## src/rtl/i2s_rx_frontend.sv

```systemverilog
// I2S receiver front end: oversamples bclk/lrck/adcdat with the system clock and
// publishes stereo Q1.15 samples plus a mono pick with a one-cycle new_data strobe.
module i2s_rx_frontend #(
    parameter int DATA_W      = 16,
    parameter int SYNC_STAGES = 2,
    parameter int MONO_SEL    = 0
) (
    input  logic              clk,
    input  logic              rst_n,
    input  logic              bclk,
    input  logic              lrck,
    input  logic              adcdat,
    output logic [DATA_W-1:0] sample_l,
    output logic [DATA_W-1:0] sample_r,
    output logic [DATA_W-1:0] x_out,
    output logic              new_data
);
    localparam int               CNT_W    = $clog2(DATA_W + 1);
    localparam logic [CNT_W-1:0] CNT_MAX  = CNT_W'(DATA_W);
    localparam logic [CNT_W-1:0] CNT_LAST = CNT_W'(DATA_W - 1);

    logic [SYNC_STAGES-1:0] bclk_sync;
    logic [SYNC_STAGES-1:0] lrck_sync;
    logic [SYNC_STAGES-1:0] dat_sync;
    logic                   bclk_hist;
    logic                   lrck_hist;
    logic                   bclk_rise_q;
    logic                   lrck_edge_q;
    logic                   lrck_q;
    logic                   bit_q;

    logic                   cur_ch;
    logic                   new_ch;
    logic [CNT_W-1:0]       bit_cnt;
    logic                   active;
    logic                   sw_pending;
    logic [DATA_W-2:0]      shift_reg;
    logic                   commit_q;
    logic                   commit_ch_q;
    logic [DATA_W-1:0]      commit_word_q;

    logic                   cur_ch_n;
    logic                   new_ch_n;
    logic [CNT_W-1:0]       bit_cnt_n;
    logic                   active_n;
    logic                   sw_pending_n;
    logic [DATA_W-2:0]      shift_n;
    logic                   commit_n;
    logic                   commit_ch_n;
    logic [DATA_W-1:0]      commit_word_n;
    logic [DATA_W-1:0]      shifted;
    logic [CNT_W-1:0]       shift_amt;

    logic [DATA_W-1:0]      left_stage;
    logic                   left_valid;
    logic signed [DATA_W:0] avg_sum;
    logic [DATA_W-1:0]      mono;

    // Synchronizers plus one registered edge-detect stage; adcdat travels alongside bclk.
    always_ff @(posedge clk or negedge rst_n) begin
        if (!rst_n) begin
            bclk_sync   <= '0;
            lrck_sync   <= '0;
            dat_sync    <= '0;
            bclk_hist   <= 1'b0;
            lrck_hist   <= 1'b0;
            bclk_rise_q <= 1'b0;
            lrck_edge_q <= 1'b0;
            lrck_q      <= 1'b0;
            bit_q       <= 1'b0;
        end else begin
            bclk_sync   <= {bclk_sync[SYNC_STAGES-2:0], bclk};
            lrck_sync   <= {lrck_sync[SYNC_STAGES-2:0], lrck};
            dat_sync    <= {dat_sync[SYNC_STAGES-2:0], adcdat};
            bclk_hist   <= bclk_sync[SYNC_STAGES-1];
            lrck_hist   <= lrck_sync[SYNC_STAGES-1];
            bclk_rise_q <= bclk_sync[SYNC_STAGES-1] & ~bclk_hist;
            lrck_edge_q <= lrck_sync[SYNC_STAGES-1] ^ lrck_hist;
            lrck_q      <= lrck_sync[SYNC_STAGES-1];
            bit_q       <= dat_sync[SYNC_STAGES-1];
        end
    end

    always_comb begin
        cur_ch_n      = cur_ch;
        new_ch_n      = new_ch;
        bit_cnt_n     = bit_cnt;
        active_n      = active;
        sw_pending_n  = sw_pending;
        shift_n       = shift_reg;
        commit_n      = 1'b0;
        commit_ch_n   = cur_ch;
        commit_word_n = '0;
        shifted       = {shift_reg, bit_q};
        shift_amt     = CNT_LAST - bit_cnt;

        if (bclk_rise_q) begin
            if (sw_pending) begin
                // One-bit-delay slot: this bit closes the previous word, left-justified.
                if (active && (bit_cnt < CNT_MAX)) begin
                    commit_n      = 1'b1;
                    commit_word_n = shifted << shift_amt;
                end
                cur_ch_n     = new_ch;
                bit_cnt_n    = '0;
                active_n     = 1'b1;
                sw_pending_n = 1'b0;
            end else if (active && (bit_cnt < CNT_MAX)) begin
                shift_n   = shifted[DATA_W-2:0];
                bit_cnt_n = bit_cnt + CNT_W'(1);
                if (bit_cnt == CNT_LAST) begin
                    commit_n      = 1'b1;
                    commit_word_n = shifted;
                end
            end
        end

        if (lrck_edge_q) begin
            sw_pending_n = 1'b1;
            new_ch_n     = lrck_q;
        end
    end

    always_ff @(posedge clk or negedge rst_n) begin
        if (!rst_n) begin
            cur_ch        <= 1'b0;
            new_ch        <= 1'b0;
            bit_cnt       <= '0;
            active        <= 1'b0;
            sw_pending    <= 1'b0;
            shift_reg     <= '0;
            commit_q      <= 1'b0;
            commit_ch_q   <= 1'b0;
            commit_word_q <= '0;
        end else begin
            cur_ch        <= cur_ch_n;
            new_ch        <= new_ch_n;
            bit_cnt       <= bit_cnt_n;
            active        <= active_n;
            sw_pending    <= sw_pending_n;
            shift_reg     <= shift_n;
            commit_q      <= commit_n;
            commit_ch_q   <= commit_ch_n;
            commit_word_q <= commit_word_n;
        end
    end

    // Floor average: the extra sign bit keeps the sum exact, so no saturation is needed.
    always_comb begin
        avg_sum = $signed({left_stage[DATA_W-1], left_stage})
                + $signed({commit_word_q[DATA_W-1], commit_word_q});
        if (MONO_SEL == 1) begin
            mono = commit_word_q;
        end else if (MONO_SEL == 2) begin
            mono = DATA_W'(avg_sum >>> 1);
        end else begin
            mono = left_stage;
        end
    end

    always_ff @(posedge clk or negedge rst_n) begin
        if (!rst_n) begin
            left_stage <= '0;
            left_valid <= 1'b0;
            sample_l   <= '0;
            sample_r   <= '0;
            x_out      <= '0;
            new_data   <= 1'b0;
        end else begin
            new_data <= 1'b0;
            if (commit_q) begin
                if (!commit_ch_q) begin
                    left_stage <= commit_word_q;
                    left_valid <= 1'b1;
                end else if (left_valid) begin
                    sample_l   <= left_stage;
                    sample_r   <= commit_word_q;
                    x_out      <= mono;
                    new_data   <= 1'b1;
                    left_valid <= 1'b0;
                end
            end
        end
    end

endmodule
```

## config.mk

```make
export PLATFORM = sky130hd
export DESIGN_NAME = i2s_rx_frontend
export DESIGN_NICKNAME = d
export VERILOG_FILES = /design/src/rtl/i2s_rx_frontend.sv
export SDC_FILE = /design/constraint.sdc
export NUM_CORES = 1
export LEC_CHECK = 0
export BUFFER_PORTS_ARGS = -buffer_cell sky130_fd_sc_hd__buf_2
export CAP_MARGIN = 20
export CORE_UTILIZATION = 55
export DETAILED_ROUTE_END_ITERATION = 16
export GPL_TIMING_DRIVEN = 0
export HOLD_SLACK_MARGIN = 0.05
export PLACE_DENSITY = 0.76
export SLEW_MARGIN = 20
export SYNTH_ARGS = -nofsm -noshare
export SYNTH_HDL_FRONTEND = slang
export SYNTH_SLANG_ARGS = --single-unit
export TNS_END_PERCENT = 1
```

## constraint.sdc

```tcl
create_clock -name clk -period 4.14 [get_ports clk]
set_clock_uncertainty 0.15 [all_clocks]
set_input_delay 0.207 -clock clk [delete_from_list [all_inputs] [get_ports clk]]
set_output_delay 0.207 -clock clk [all_outputs]
set_load 0.05 [all_outputs]
```

# Word-level counts from Yosys, hierarchy flattened
# Index checks and enable logic that the tools add are counted.
# Widths: inputs -> output; s select.
# totals
ff_bits	103
inputBits	5
out_inout_bits	49
# classes
n_addsub	2
n_lt_le_gt_ge	1
n_eq_ne	1
shifts	1
n_mux	18
bitwise_logic	5
reduce_logical	8
# op_table
cell	count
$mux 16	5
$shl 16x5->16	1
$mux 1	11
$mux 5	2
$reduce_and 2->1	3
$reduce_and 3->1	2
$add 5x1->5 const B	1
$eq 5x4->1 const B	1
$lt 5x5->1 const B	1
$sub 4x5->5 const A	1
$reduce_bool 2->1	2
$not 1->1	3
$and 1x1->1	1
$logic_and 1x1->1	1
$xor 1x1->1	1

# Logic depth before layout (Yosys ltp)
# Gate-level depths: netlist (run 1).
# depth
depth_word	5
mapped_depth	7
ltp_nobuf	4

# Least setup slack after synthesis (run 1)
# No wires, ideal clock.
# synth_timing
kind	reg2reg
start	register bit_cnt[1]
end	register commit_word_q[15]
setup_time_ns	0.126
arrival_time_ns	1.559
required_time_ns	3.864
slack_ns	2.305
stages_incl_launch_ff	6
path_buffers	1
synth_period_minus_slack_ns	1.835
path_cell_list	dfrtp_1 buf_6 mux2_4 or3_1 and4_4 a221o_1
# synth_between
elab_chain_len	5
word_cells_on_any_way	10
# synth_rtl
item	line_no	source
start, declared	34	logic [CNT_W-1:0] bit_cnt;
start signal, assigned	138	bit_cnt <= bit_cnt_n;
$sub 4x5->5 (tied with other cells)	95	shift_amt = CNT_LAST - bit_cnt;
$shl 16x5->16 (tied with other cells)	102	commit_word_n = shifted << shift_amt;
$mux 16, on equally long branches	100, 108	
$mux 16 (*)	98	if (sw_pending) begin
$mux 16 (*)	97	if (bclk_rise_q) begin
net commit_word_n[15]	50	logic [DATA_W-1:0] commit_word_n;
end signal, assigned	144	commit_word_q <= commit_word_n;
end, declared	40	logic [DATA_W-1:0] commit_word_q;
# Mark *: on every way through the listed nets, which the timed path passes. The rest lies on a longest branch.
# A chain may end at the register's enable or synchronous reset.

# Final worst setup path (run 1)
# layout_timing
start	register bit_cnt[4]
end	register commit_word_q[10]
# The elaborated chain is that of the path after synthesis.

==> results of run 1 <==
-- power by group through the flow --
stage	Combinational (mW)	Sequential, mW	Clock, mW
2_1_floorplan	0.183	1.13	0
3_3_place_gp	0.276	1.12	0
3_5_place_dp	0.281	1.12	0
4_1_cts	0.285	1.10	0.686
5_1_grt	0.307	1.10	0.722
6_report	0.284	1.10	0.664
-- logic make-up after synthesis --
logic type	count (synthesis)	share of synthesized area, %
adders and majority gates	1	0.278
and+or+nand+nor	48	5.70
muxes	93	24.6
AOI/OAI and AO/OA	39	6.56
DFF	103	57.2
xor gates and xnor gates	1	0.195
buffers and inverters	41	5.45
-- cell type report --
cell class                      instances  area (um2)
Fill cell                             583        2610
Buffer                                 35         223
Clock inverter                          7         103
Inverter                                6        22.5
Timing Repair Buffer                   58         339
Sequential cell                       103        2580
Tap cell                              102         128
Clock buffer                            9         124
Multi-Input combinational cell        182        1680
-- worst reg2reg max path, delay by kind of cell, from the launching register on --
kind	cells	cell delay, ns
AND/OR/NAND/NOR	3	1.12
AO/OA/AOI/OAI	1	0.29
flip-flops	1	0.43
-- worst min-delay path by stage --
stage | from | to | slack (ns) | cells after the start
floorplan | rst_n | active | -0.24 | 0
global placement | lrck | lrck_sync[0] | 0.16 | 1
detailed placement | rst_n | new_data | -0.03 | 1
CTS | rst_n | new_data | 0.13 | 2
global route | rst_n | new_data | 0.16 | 2
finish | rst_n | new_data | 0.13 | 2
-- layer usage --
metal / GRT usage (%) / wire [um]
met4: 7.42 / 125
met2: 33.1 / 3970
met5: 0 / 0
met3: 4.02 / 403
met1: 28.4 / 3640
-- cell usage in the layout (no fill, tap or decap), types with 6 or more instances in the layout --
| cell type | count |
|---|---|
| buf_2 | 62 |
| buf_4 | 19 |
| clkbuf_8 | 9 |
| dfrtp_1 | 103 |
| inv_1 | 6 |
| mux2_2 | 67 |
| mux2i_1 | 18 |
| mux4_2 | 7 |
| nand2_1 | 17 |
| nor2b_1 | 6 |
| o21ai_0 | 8 |
==> results by group, run 1 <==
GRT
  • Initial antenna violation count: 0
  • First-pass GRT wire length: around 14 mm
  • Largest net degree at the start of global routing: 68
  • GRT overflow: 0
  • Vias in the first global route: between 2000 and 3000
  • Global Route Usage Sum: between 20 and 25%

Timing
  • Setup slack after layout: slightly above 2 ns
  • Slew @ Worst Pin: around 0.80 ns
  • RSZ-0062 raised after global routing: false
  • Post-layout min period: 2.09 ns
  • Endpoints failing setup: 0
  • Max-slew violation count: 0
  • Fmax: about 0.48 GHz
  • Fin. Hold Viols: 0
  • Final TNS setup: 0 ns
  • Tcrit/Tclk final: 50.5%
  • Hold Slack: 0.134 ns
  • Slew HR: 46.1%

Place
  • Worst slack, placed: between 2 and 2.5 ns
  • Placer congestion estimate: around 0.91
  • Cell Area, Placed: roughly 4900 um2
  • Placed cell count: roughly 480
  • Port buffer count: 53
  • HPWL after DPL: 5.93 mm

Setup path
  • Worst Setup EP: commit_word_q[10]
  • CP max FO: 6
  • Arrival time worst endpoint: 2.20 ns
  • Worst path required time: roughly 4.3 ns
  • Worst Path Buf+Inv: 0
  • Worst Path Class, Setup: flip-flop to flip-flop
  • Worst reg2reg path endpoint: commit_word_q[10]
  • Worst R2R Start: bit_cnt[4]
  • Worst R2R Path Depth: 4
  • WP depth: 4
  • Critical path endpoint category: flip-flop
  • R2R setup slack: around 2.0 ns
  • Slowest stage delay, CP: around 0.68 ns
  • Startpoint types: flip-flop
  • Top Family by Delay on Critical Path: simple AND/OR/NAND/NOR gates
  • Slowest cell on the critical path: nor3_1
  • Critical Path Source: bit_cnt[4]
  • Critical path, cell by cell: nand2b_1 -> nor3_1 -> nand2_1 -> o221ai_1

Pwr
  • Cell-internal power: around 1.5 mW
  • Clk pwr share: between 30 and 40%
  • Total power: between 2 and 2.5 mW
  • Leak: around 2.6 nW
  • Switching Share: around 28%
  • Pwr/cell area: approximately 400 nW/um2
  • Comb pwr share: around 14%
  • Psw: 0.570 mW
  • Peak VDD IR: roughly 320 uV
  • Sequential Power Share: 53.6%

Yosys
  • Ys Warns: 0
  • Synth cell types: 45
  • Syn_area_per_cell: roughly 14 um2
  • Most common cell in the synthesized netlist: dfrtp_1
  • Top cell type's share of synthesized area: between 50% and 60%
  • Synthesized instance count: around 330
  • Synth async-reset ratio: between 90% and 100%
  • Dominant synthesized flop cell: dfrtp_1
  • Top cells by area, synth: dfrtp_1 57%, mux2_2 17%, mux2i_1 4.0%, mux4_2 3.5%, buf_4 3.2%
  • Synth top cells by count: 103 x dfrtp_1, 67 x mux2_2, 19 x buf_4
  • Post-synth top area cell: dfrtp_1
  • Netlist Area Pre-Place: between 4000 and 5000 um2
  • Syn nets: between 300 and 400
  • Register area share after synthesis: between 50% and 60%
  • Seq cells post-synth: between 100 and 150
  • Post-synth EDFFs: 0

Layout
  • Nets: about 400
  • Ant. Diodes: 0
  • Design area: just over 5000 um2
  • Layout cell share with drive strength beyond 1: approximately 44%
  • Post-route insts no fill: 502
  • Area delta synth->final: 15.4%
  • Util after Layout: 66.6%

Drt
  • Final WL: between 8 and 9 mm
  • DRT iter0 DRCs: 85
  • Pre-antenna DRT Iters: 4
  • Vias per inst: between 5 and 6
  • Post-DRT Antenna Nets: 0
  • Vias: roughly 2800
  • DRC viols: 0
  • WL per Instance: approximately 16 um

Clock tree
  • Post-CTS Hold Buffers: 4
  • # H-tree levels: 3
  • Setup Buffers After CTS: 0
  • Sink Count: 103
  • Post-CTS sizing: 0
  • Insertion delay to the later sink of the worst-skew pair: around 0.37 ns
  • Total CTS buffers: 9
  • Clock-pin slew on the worst setup and hold paths: 0.11 ns
  • CTS tree: yes
  • Root Driver: clkbuf_8
  • Longest Clk Path Bufs: 2

Floorplan
  • Core box area: roughly 7800 um2
  • Die Span Y: between 90 and 100 um
  • # IOs: 54
  • Die area: 8550 um2
  • Width of the die: between 90 and 100 um
  • Std-Cell Rows: 32
  • Starting Density: between 50% and 60%

Job
  • Max_cap viols: 0

Worst hold path
  • Worst Hold Class: primary input to async pin

Outcome
  • Status: completed
(Power assumes the default switching activity.)
==> run 2: changes to the inputs <==
==> constraint.sdc (replaced) <==
create_clock -name clk -period 2.15 [get_ports clk]
set_clock_uncertainty 0.15 [all_clocks]
set_input_delay 0.1075 -clock clk [delete_from_list [all_inputs] [get_ports clk]]
set_output_delay 0.1075 -clock clk [all_outputs]
set_load 0.05 [all_outputs]
==> run 2 against run 1 <==
Critical path depth did not move; cell count rose by 0.20%; first-iteration DRC count shrank 1.2%.
==> results by group, run 2 (same netlist as run 1, synthesis figures left out) <==
Place
  • Placer congestion estimate: roughly 0.91
  • Port buffer count: 53
  • Cell Area, Placed: around 4900 um2
  • HPWL after DPL: ~5.9 mm
  • Placed cell count: roughly 480

Pwr
  • Peak VDD IR: ~630 uV
  • Leak: between 2 and 3 nW
  • Pwr/cell area: about 750 nW/um2
  • Total power: 3.93 mW

Drt
  • Vias per inst: ~5.6
  • Pre-antenna DRT Iters: 4
  • Vias: 2805
  • DRC viols: 0
  • Post-DRT Antenna Nets: 0
  • DRT iter0 DRCs: 84
  • Final WL: 8.18 mm
  • WL per Instance: 16.3 um

Timing
  • Fin. Hold Viols: 0
  • Max-slew violation count: 0
  • Hold Slack: about 0.095 ns
  • Endpoints failing setup: 0
  • Fmax: between 0.5 and 0.6 GHz
  • Post-layout min period: approximately 2 ns
  • Slew HR: 54.6%
  • Tcrit/Tclk final: 91.9%
  • Slew @ Worst Pin: approximately 0.68 ns
  • RSZ-0062 raised after global routing: false

Layout
  • Register area: roughly 2600 um2
  • Multi-input logic area: ~1700 um2
  • Fillers: 575
  • Most frequent cells in the layout: 103 x dfrtp_1, 67 x mux2_2, 62 x buf_2
  • Nets: 402
  • Layout cell share with drive strength beyond 1: between 40 and 50%
  • Util after Layout: 66.9%
  • Area delta synth->final: 16.0%
  • Commonest non-fill, non-tap cell in the layout: dfrtp_1
  • Ant. Diodes: 0
  • Post-route insts no fill: approximately 500
  • Design area: roughly 5200 um2

Clock tree
  • Root Driver: clkbuf_8
  • Total CTS buffers: 9
  • CTS tree: yes
  • Clock-pin slew on the worst setup and hold paths: approximately 0.1 ns
  • Sink Count: 103
  • Longest Clk Path Bufs: 2
  • Insertion delay to the later sink of the worst-skew pair: 0.37 ns
  • # H-tree levels: 3

Floorplan
  • # IOs: 54
  • Std-Cell Rows: 32
  • Core box area: roughly 7800 um2
  • Starting Density: about 58%
  • Width of the die: 92.5 um
  • Die area: 8550 um2
  • Die Span Y: 92.5 um

Setup path
  • Startpoint types: flip-flop
  • Critical path endpoint category: flip-flop
  • Worst Path Class, Setup: flip-flop to flip-flop
  • R2R setup slack: between 0.15 and 0.2 ns
  • Critical Path Source: commit_q
  • Worst reg2reg path endpoint: left_stage[12]
  • Worst R2R Start: commit_q
  • Arrival time worst endpoint: 2.07 ns
  • Worst R2R Path Depth: 4
  • Worst Setup EP: left_stage[12]
  • CP max FO: 10
  • Worst path required time: 2.25 ns

Job
  • Max_cap viols: 0

GRT
  • Initial antenna violation count: 0
  • GRT overflow: 0
  • First-pass GRT wire length: about 14 mm
  • Global Route Usage Sum: a little over a fifth
  • Vias in the first global route: between 2000 and 3000
  • Largest net degree at the start of global routing: around 70

Outcome
  • Status: completed

Worst hold path
  • Worst Hold Class: primary input to async pin
[run 2: cell count changes in the layout (fill, tap and decap cells not counted), sizes merged]
cell | before | now
buf | 84 | 85
[run 2: through the flow]
| step | setup TNS [ns] | worst slack [ns] |
|---|---|---|
| 3_3_place_gp | -16.40 | -0.163 |
| 5_1_grt | 0 | 0.0378 |
| 3_5_place_dp | 0 | 0.0983 |
| 6_report | 0 | 0.174 |
| 4_1_cts | 0 | 0.0711 |
| 2_1_floorplan | 0 | 0.315 |
[run 2: worst min-delay path by stage]
stage,from,endpoint,slack [ns]
after floorplan,rst_n,active,-0.34
after global placement,lrck,lrck_sync[0],0.06
after detailed placement,rst_n,new_data,-0.13
after CTS,rst_n,new_data,0.08
after global routing,rst_n,x_out[4],0.11
final,rst_n,new_data,0.09
[run 2: where the power goes]
part	total, mW	internal (mW)	switching (mW)
logic	0.550	0.238	0.311
registers	2.11	2.03	0.0831
clock network	1.27	0.577	0.695
[run 2: cell type report]
| class | instances | share of cell area (%) |
|---|---|---|
| Sequential cell | 103 | 49.4 |
| Multi-Input combinational cell | 182 | 32.3 |
| Timing Repair Buffer | 59 | 6.88 |
| Buffer | 35 | 4.29 |
| Tap cell | 102 | 2.44 |
| Clock buffer | 9 | 2.37 |
| Clock inverter | 7 | 1.96 |
| Inverter | 6 | 0.431 |
[run 2: what timing repair did]
action,CTS,global route
hold buffers,5,0
endpoints found under the setup margin,0,4
resized for setup,0,3
hold endpoints to repair,106,0
setup buffers,0,0
[run 2: worst max-delay path, cell delays in order (launching register included)]
cell,delay [ns]
dfrtp_1,0.36
inv_1,0.06
nor2_1,0.52
buf_2,0.40
mux2_2,0.37
[run 2: layer usage]
layer  global-route usage [%]  part of all wire, %  vias up
met1                     28.4                   44     1411
met2                     33.6                   49       86
met3                     4.02                  4.9       11
met5                        0                    0        -
li1                         -                    -     1297
met4                     7.42                  1.6        0
==> run 3: changes to the inputs <==
--- a/config.mk
+++ b/config.mk
@@ -5,6 +5,7 @@
 export SDC_FILE = /design/constraint.sdc
 export NUM_CORES = 1
 export LEC_CHECK = 0
+export ABC_AREA = 1
 export BUFFER_PORTS_ARGS = -buffer_cell sky130_fd_sc_hd__buf_2
 export CAP_MARGIN = 20
 export CORE_UTILIZATION = 55
==> constraint.sdc (replaced) <==
create_clock -name clk -period 1.97 [get_ports clk]
set_clock_uncertainty 0.15 [all_clocks]
set_input_delay 0.0985 -clock clk [delete_from_list [all_inputs] [get_ports clk]]
set_output_delay 0.0985 -clock clk [all_outputs]
set_load 0.05 [all_outputs]
==> run 3 against run 2 <==
Sequential cell count unchanged; area after synthesis fell by 0.42%; worst setup slack improved by 0.13 ns; fmax rose by 19%; worst hold slack got worse by 0.030 ns.
==> results by group, run 3 <==
Setup path
  • CP max FO: 10
  • Startpoint types: flip-flop
  • Worst R2R Path Depth: 8
  • Worst path required time: roughly 2.1 ns
  • Worst reg2reg path endpoint: commit_word_q[14]
  • Critical path endpoint category: flip-flop
  • Arrival time worst endpoint: about 1.8 ns
  • Worst R2R Start: bit_cnt[1]
  • R2R setup slack: about 0.31 ns
  • Worst Path Class, Setup: flip-flop to flip-flop

Clock tree
  • Post-CTS Hold Buffers: 4
  • Total CTS buffers: 9
  • Post-CTS sizing: 0
  • Clock-pin slew on the worst setup and hold paths: about 0.11 ns
  • Sink Count: between 100 and 150
  • # H-tree levels: 3
  • Longest Clk Path Bufs: 2
  • Insertion delay to the later sink of the worst-skew pair: 0.37 ns
  • CTS tree: yes
  • Setup Buffers After CTS: 0
  • Root Driver: clkbuf_8

Yosys
  • Largest family of logic cells by synthesized area: simple AND/OR/NAND/NOR gates
  • Synth Area in Adders: less than 1%
  • Synth top cells by count: 196 x nand2_1, 103 x dfrtp_1, 61 x nand3_1
  • Synth async-reset ratio: 100%
  • Ys Warns: 0
  • Most common cell in the synthesized netlist: nand2_1
  • Post-synth EDFFs: 0
  • Netlist Area Pre-Place: between 4000 and 5000 um2
  • Simple-Gate Fraction of Synth Area: 25.8%
  • Syn_area_per_cell: 8.67 um2
  • Synth Area in XOR/XNOR: less than 1%
  • Synth cell types: 27
  • Register area share after synthesis: 57.5%
  • Dominant synthesized flop cell: dfrtp_1
  • Synthesized instance count: about 520
  • Post-synth top area cell: dfrtp_1
  • Complex-gate fraction of the synthesized area: 7.14%
  • Syn nets: roughly 520
  • Multiplexer share of the synthesized area: 0%
  • Top cells by area, synth: dfrtp_1 57%, nand2_1 16%, nand3_1 6.8%, o21ai_0 5.0%, buf_4 3.5%
  • Top cell type's share of synthesized area: a little under three fifths
  • Seq cells post-synth: between 100 and 150

GRT
  • GR Layer Usage met1: between 30% and 40%
  • Grt met2 use: a little over two fifths
  • GRT overflow: 0
  • Initial antenna violation count: 0
  • Largest net degree at the start of global routing: 57
  • Vias in the first global route: about 3400
  • Met3 Resource Use GR: under 10%
  • Global Route Usage Sum: between 20% and 30%
  • Most Crowded Layer GR: met2
  • First-pass GRT wire length: roughly 16 mm

Layout
  • Fillers: 667
  • Layout cell share with drive strength beyond 1: approximately a fifth
  • Nets: between 500 and 600
  • Most frequent cells in the layout: 196 x nand2_1, 103 x dfrtp_1, 64 x buf_2
  • Commonest non-fill, non-tap cell in the layout: nand2_1
  • Area delta synth->final: 14.9%
  • Ant. Diodes: 0

Floorplan
  • Starting Density: 57.4%
  • # IOs: 54
  • Die Span Y: roughly 92 um
  • Std-Cell Rows: 32
  • Core box area: approximately 7800 um2
  • Die area: ~8500 um2
  • Width of the die: 92.3 um

Timing
  • Max-slew violation count: 0
  • Tcrit/Tclk final: 84.5%
  • Hold Slack: between 0.06 and 0.07 ns
  • Endpoints failing setup: 0
  • Slew HR: a little over two thirds
  • Slew @ Worst Pin: between 0.4 and 0.5 ns
  • RSZ-0062 raised after global routing: false
  • Fin. Hold Viols: 0
  • Post-layout min period: 1.66 ns
  • Fmax: ~0.6 GHz

Drt
  • Vias: around 3600
  • DRC viols: 0
  • Final WL: just under 10 mm
  • Pre-antenna DRT Iters: 5
  • Vias per inst: 5.15
  • DRT iter0 DRCs: between 100 and 150
  • Post-DRT Antenna Nets: 0
  • WL per Instance: ~14 um

Pwr
  • Comb pwr share: 10.3%
  • Cell-internal power: 2.84 mW
  • Pwr/cell area: 773 nW/um2
  • Switching Share: roughly 29%
  • Psw: 1.14 mW
  • Peak VDD IR: ~500 uV
  • Clk pwr share: 32.9%
  • Total power: about 4 mW
  • Leak: about 2.7 nW
  • Sequential Power Share: about 57%

Place
  • Port buffer count: 53
  • Placer congestion estimate: about 0.9
  • HPWL after DPL: approximately 7.3 mm

Outcome
  • Status: completed

Job
  • Max_cap viols: 0

Worst hold path
  • Worst Hold Class: primary input to async pin
## run 3: final cells by class
type | instances | area (um2) | area share [%]
Sequential cell | 103 | 2580 | 50.0
Multi-Input combinational cell | 336 | 1510 | 29.3
Timing Repair Buffer | 58 | 339 | 6.58
Buffer | 39 | 248 | 4.81
Inverter | 39 | 151 | 2.94
Clock buffer | 10 | 138 | 2.67
Tap cell | 102 | 128 | 2.48
Clock inverter | 6 | 62.6 | 1.21
## run 3: routing by layer
layer  vias up  wire length [um]  share of wire [%]
met3        17               537                5.5
met5         -                 0                  0
li1       1777                 -                  -
met4         0               215                2.2
met1      1645              4270                 43
met2       131              4820                 49
## run 3: critical path: stages, from the launching register on
cell and delay, ns:
dfrtp_1 0.41, buf_4 0.18, inv_2 0.13, buf_4 0.20, nand3_1 0.12, nand3_1 0.12
nand3_1 0.08, nand3_1 0.11, nand2_1 0.06
## run 3: cells by family after synthesis
family	Yosys count
and+or+nand+nor	271
DFF	103
buffers and inverters	78
adders and majority gates	1
AOI/OAI and AO/OA	62
xor gates and xnor gates	2
## run 3: power by group through the flow
stage | combinational (mW) | clock, mW | sequential, mW
floorplan | 0.235 | 0 | 2.32
global placement | 0.391 | 0 | 2.30
detailed placement | 0.406 | 0 | 2.30
CTS | 0.414 | 1.35 | 2.26
global route | 0.461 | 1.43 | 2.27
finish | 0.410 | 1.31 | 2.26
## run 3: per-stage QoR
stage	util (%)	TNS (ns)	cell area, um2	setup slack (ns)	instances
finish	66.0	0	5150	0.305	693
global route	66.0	0	5150	0.174	693
CTS	66.0	0	5150	0.320	693
detailed placement	62.9	0	4910	0.341	673
global placement	62.5	-36.15	4880	-0.356	672
floorplan	-	0	4480	0.597	517
## run 3: worst max-delay path by stage
stage | from | slack [ns] | depth (start not counted) | end
2_1_floorplan | bit_cnt[1] | 0.60 | 8 | commit_word_q[14]
3_3_place_gp | rst_n | -0.36 | 1 | shift_reg[11]
3_5_place_dp | bit_cnt[1] | 0.34 | 8 | commit_word_q[14]
4_1_cts | bit_cnt[1] | 0.32 | 8 | commit_word_q[14]
5_1_grt | bit_cnt[1] | 0.17 | 8 | commit_word_q[14]
6_report | bit_cnt[1] | 0.31 | 8 | commit_word_q[14]
